`src/rtl/inst_fetch_ctrl.sv`:
```
// Fetch sequencer for a synchronous instruction RAM with one-cycle read latency.
// Three stages: F (address out), D (RAM data returning), O (registered instruction).
module inst_fetch_ctrl #(
  parameter int unsigned ADDR_W   = 6,
  parameter logic [31:0] RESET_PC = 32'h0000_0000
) (
  input  logic              Clk,
  input  logic              Rst,
  input  logic              Stall,
  input  logic              Redirect,
  input  logic [31:0]       Redirect_PC,
  output logic [ADDR_W-1:0] Ram_Addr,
  input  logic [31:0]       Ram_Dout,
  output logic [31:0]       Inst_Code,
  output logic [31:0]       Inst_PC,
  output logic              Inst_Valid,
  output logic [31:0]       Fetch_Cnt
);

  logic [31:0] pc_f_q, pc_f_d;
  logic [31:0] pc_d_q, pc_d_d;
  logic        d_valid_q, d_valid_d;
  logic [31:0] inst_code_q, inst_code_d;
  logic [31:0] inst_pc_q, inst_pc_d;
  logic        inst_valid_q, inst_valid_d;
  logic [31:0] fetch_cnt_q, fetch_cnt_d;
  logic        hold;
  logic        accept;

  assign hold   = Stall & inst_valid_q;
  assign accept = inst_valid_q & ~Stall;

  // Replaying PC_D while held keeps Ram_Dout pointing at the instruction behind the stall.
  assign Ram_Addr = hold ? pc_d_q[ADDR_W+1:2] : pc_f_q[ADDR_W+1:2];

  always_comb begin
    pc_f_d       = pc_f_q;
    pc_d_d       = pc_d_q;
    d_valid_d    = d_valid_q;
    inst_code_d  = inst_code_q;
    inst_pc_d    = inst_pc_q;
    inst_valid_d = inst_valid_q;
    if (Redirect) begin
      pc_f_d       = {Redirect_PC[31:2], 2'b00};
      d_valid_d    = 1'b0;
      inst_valid_d = 1'b0;
    end else if (!hold) begin
      pc_f_d       = pc_f_q + 32'd4;
      pc_d_d       = pc_f_q;
      d_valid_d    = 1'b1;
      inst_code_d  = Ram_Dout;
      inst_pc_d    = pc_d_q;
      inst_valid_d = d_valid_q;
    end
  end

  // Counting is independent of redirect: an accepted instruction still counts.
  assign fetch_cnt_d = accept ? fetch_cnt_q + 32'd1 : fetch_cnt_q;

  always_ff @(posedge Clk or negedge Rst) begin
    if (!Rst) begin
      pc_f_q       <= RESET_PC;
      pc_d_q       <= 32'd0;
      d_valid_q    <= 1'b0;
      inst_code_q  <= 32'd0;
      inst_pc_q    <= 32'd0;
      inst_valid_q <= 1'b0;
      fetch_cnt_q  <= 32'd0;
    end else begin
      pc_f_q       <= pc_f_d;
      pc_d_q       <= pc_d_d;
      d_valid_q    <= d_valid_d;
      inst_code_q  <= inst_code_d;
      inst_pc_q    <= inst_pc_d;
      inst_valid_q <= inst_valid_d;
      fetch_cnt_q  <= fetch_cnt_d;
    end
  end

  assign Inst_Code  = inst_code_q;
  assign Inst_PC    = inst_pc_q;
  assign Inst_Valid = inst_valid_q;
  assign Fetch_Cnt  = fetch_cnt_q;

endmodule

```
`config.mk`:
```
export PLATFORM = sky130hd
export DESIGN_NAME = inst_fetch_ctrl
export DESIGN_NICKNAME = d
export VERILOG_FILES = /design/src/rtl/inst_fetch_ctrl.sv
export SDC_FILE = /design/constraint.sdc
export NUM_CORES = 1
export LEC_CHECK = 0
export ABC_CLOCK_PERIOD_IN_PS = 3000
export CAP_MARGIN = 0
export CORE_MARGIN = 2
export CORE_UTILIZATION = 30
export CTS_CLUSTER_SIZE = 25
export DETAILED_ROUTE_END_ITERATION = 16
export GPL_ROUTABILITY_DRIVEN = 1
export PLACE_DENSITY_LB_ADDON = 0.1
export SLEW_MARGIN = 30
export SYNTH_ARGS = -nofsm -noshare
export SYNTH_HDL_FRONTEND = slang
export SYNTH_SLANG_ARGS = --single-unit
```
`constraint.sdc`:
```
create_clock -name Clk -period 3 [get_ports Clk]
set_input_delay 0.9 -clock Clk [delete_from_list [all_inputs] [get_ports Clk]]
set_output_delay 0.9 -clock Clk [all_outputs]
set_load 0.02 [all_outputs]
```
==> flow_summary.toml <==
[synth]
synth-edff-count = 0
ys_seq_area_share_pct = 58.10
yosys_warnings = 0
ys.flop_type = "dfrtp_1"
syn_area_per_cell_um2 = 12.31
synthArstFlopShare_pct = 100.0
synth.distinct_cells = 42
netlist_area_um2 = 6719
ys_ff_latch = 156
netlist_instances = 546

[power]
combPwrFrac_pct = 21.8
finalPower_uw = 5937
p_leak_uw = 0.003802
peakVddDrop_mv = 0.3085
p_clk_share_pct = 34.0
powerDensity_nw_per_um2 = 630.1
netSwitchingFraction_pct = 28.31
internal-power_uw = 4256
netSwitchingPower_uw = 1681
pwr-share-seq_pct = 44.2

[place]
pre_cts_slack_ps = -470.7
portBuffers = 166
hpwl_mm = 11.86
gp_congestion = 0.7452

[layout]
n_antenna_cell = 0
nFillCells = 2095
drive_gt1_share_pct = 21.65
syn2layout_area_growth_pct = 40.24
final_nets = 796
final_core_util_pct = 43.04

[timing]
setup_slack_ps = 181.5
fmax_ghz = 0.3548
period_share_pct = 93.95
setup_viol = 0
drv_slew = 0
fin_crit_ps = 2819
slew_headroom_pct = 60.01
rsz0062_at_grt = "no"
clock_skew_ps = 9.369
hold_viol_final = 0
tightest_slew_ps = 591.8

[routing]
dr.pass1.iters = 4
drcViolationCount = 0
drtIter0Drc = 232
ant_nets = 0
wl_per_cell_um = 16.52
vias = 4895
routed_via_density = 4.804
routed_wl_mm = 16.83

[critical_path]
r2r_cells = 4
cp_data_required_time_ps = 2100
end_kind = "output port"
crit_family = "buffers and inverters"
timing.rr.start = "pc_f_q[13]$_DFFE_PN0N_"
crit_arrival_ps = 1920
rr_endpoint = "pc_f_q[31]$_DFFE_PN0N_"
critPathSlowestCell = "dlygate4sd2_1"
path_cells = "dlygate4sd2_1 > buf_4 > a21bo_4 > buf_4 > nand2_1 > buf_4"
cp_common_cell = "buf_4"
reg2reg_slack_ps = 680
start_kind = "primary input"
crit_type = "primary input to output port"
cpPeakStageDelay_ps = 280
worstPathBufferInverterCount = 4
path_max_fanout = 4

[min_path]
min_path_type = "primary input to asynchronous set/reset pin"

[cts]
clk_pin_slew_ps = 60
cts_buffers = 17
post-cts-setup-buffers = 0
cts_hold_buf = 0
cts_max_level = 4
insertion_delay_ps = 420
cts.sinks = 156
clk_path_buf_depth = 2
clockRootBuffer = "clkbuf_16"
cts_tree = "built"

[grt]
grt_util_met3_pct = 3.833
grt_max_degree = 60
grt_antenna_before_repair = 0
grt_use_met2_pct = 24.78
grt_use_met1_pct = 18.30
top_usage_layer = "met2"
grt_pass1_wl_mm = 27.67
overflow = 0
track_usage_pct = 14.63
grt_pass1_vias = 5184

[job]
cap_violations = 0

[floorplan]
fp.coreArea_um2 = 21890
die_area_um2 = 23610
std_cell_rows = 54
dieHeight_um = 153.7
die_x_um = 153.7
io_pins = 171
initial_core_util_pct = 30.69

[status]
status = "complete, no violations"
power by group through the flow:
stage / clock network [uW] / logic (uW) / registers [uW]
after floorplan: 0 / 425 / 2840
after global placement: 0 / 1310 / 2650
after detailed placement: 0 / 1320 / 2670
after CTS: 2080 / 1320 / 2630
after global routing: 2170 / 1390 / 2680
final: 2020 / 1300 / 2620
placed cells by master (no fill, tap or decap), types with 2 or more instances in the layout:
| master | synthesis | final |
|---|---|---|
| and4_1 | 7 | 7 |
| conb_1 | 1 | 2 |
| nand3_1 | 18 | 18 |
| or3_1 | 2 | 2 |
| clkinvlp_4 | 0 | 2 |
| clkdlybuf4s50_1 | 0 | 158 |
| nor4bb_1 | 2 | 2 |
| xor2_1 | 8 | 8 |
| nor3_1 | 3 | 3 |
| inv_1 | 6 | 6 |
| buf_4 | 2 | 19 |
| o31ai_1 | 13 | 13 |
| ha_1 | 2 | 2 |
| clkdlybuf4s15_2 | 0 | 5 |
| xnor2_1 | 33 | 33 |
| nor4_2 | 0 | 2 |
| or4_1 | 18 | 18 |
| buf_12 | 0 | 5 |
| and3_1 | 6 | 6 |
| nand2_1 | 50 | 49 |
| nand4_1 | 22 | 22 |
| dfrtp_1 | 156 | 156 |
| o31a_1 | 2 | 2 |
| nor2_1 | 25 | 25 |
| mux2_2 | 93 | 93 |
| o21ai_0 | 14 | 14 |
| clkinv_2 | 0 | 5 |
| nor4_1 | 4 | 2 |
| clkinv_4 | 0 | 3 |
| clkbuf_1 | 25 | 3 |
| a31oi_1 | 16 | 16 |
| clkbuf_16 | 0 | 17 |
layout make-up:
type | instances | area (um2) | area share, %
Sequential cell | 156 | 3904 | 41.43
Timing Repair Buffer | 189 | 1901 | 20.17
Tap cell | 280 | 350.3 | 3.718
Clock inverter | 11 | 96.34 | 1.022
Multi-Input combinational cell | 355 | 2695 | 28.60
Clock buffer | 21 | 450.4 | 4.780
Inverter | 7 | 26.28 | 0.2788
per-layer routing:
| layer | vias to the layer above | part of all wire (%) |
|---|---|---|
| met3 | 12 | 4.6 |
| met2 | 108 | 50 |
| met5 | - | 0 |
| li1 | 2335 | - |
| met4 | 0 | 1.2 |
| met1 | 2440 | 44 |
how the worst max path moves through the flow:
stage / endpoint / cells past startpoint / from / slack (ps)
2_1_floorplan: Ram_Addr[2] / 4 / Stall / 580
3_3_place_gp: Ram_Addr[1] / 5 / Stall / -460
3_5_place_dp: Ram_Addr[0] / 5 / Stall / -470
4_1_cts: Ram_Addr[2] / 6 / Stall / 180
5_1_grt: Ram_Addr[2] / 6 / Stall / 130
6_report: Ram_Addr[2] / 6 / Stall / 180
per-stage QoR:
| step | setup TNS [ps] | hold WS [ps] | area, um2 | std cells |
|---|---|---|---|---|
| CTS | 0 | 474.3 | 9423 | 1019 |
| global route | 0 | 494.7 | 9423 | 1019 |
| floorplan | 0 | 466.9 | 6723 | 547 |
| detailed placement | -3024 | 471.9 | 8867 | 987 |
| global placement | -2713 | 463.1 | 8867 | 987 |
| finish | 0 | 463.1 | 9423 | 1019 |
cell usage after synthesis (all sizes together), types with 2 or more instances:
library cell	n	area share [%]
xor2	8	1.0
nand2	50	2.8
nand4	22	2.0
nor2	25	1.4
or3	2	0.19
o31ai	13	1.5
o21ai	14	1.0
buf	3	0.39
o31a	2	0.26
a31oi	16	1.5
clkbuf	26	1.5
and3	6	0.56
and4	7	0.91
nor4	4	0.37
nand3	18	1.3
mux2	93	16
dfrtp	156	58
ha	2	0.37
xnor2	33	4.3
nor3	3	0.22
inv	6	0.34
or4	19	2.2
nor4bb	2	0.30
registers in the layout (all words and copies together), names as in the netlist:
signal / flops
Fetch_Cnt: 32
Inst_Code: 32
Inst_PC: 30
Inst_Valid: 1
d_valid_q: 1
pc_d_q: 30
pc_f_q: 30
cell families (layout without fill, tap and decap cells):
group / after synthesis / count (layout) / share of synthesized area, %
and+or+nand+nor: 166 / 166 / 13.22
DFF: 156 / 156 / 58.10
muxes: 94 / 94 / 15.74
AOI/OAI and AO/OA: 50 / 50 / 4.916
xor gates and xnor gates: 41 / 41 / 5.345
buffers and inverters: 36 / 228 / 2.253
adders and majority gates: 2 / 2 / 0.3724
other: 1 / 2 / 0.05581
repair_timing:
action,4_1_cts,5_1_grt
resized for setup,18,0
endpoints found under the hold margin,0,0
endpoints found under the setup margin,6,0
Note: power is estimated with default switching activity, not from simulation.
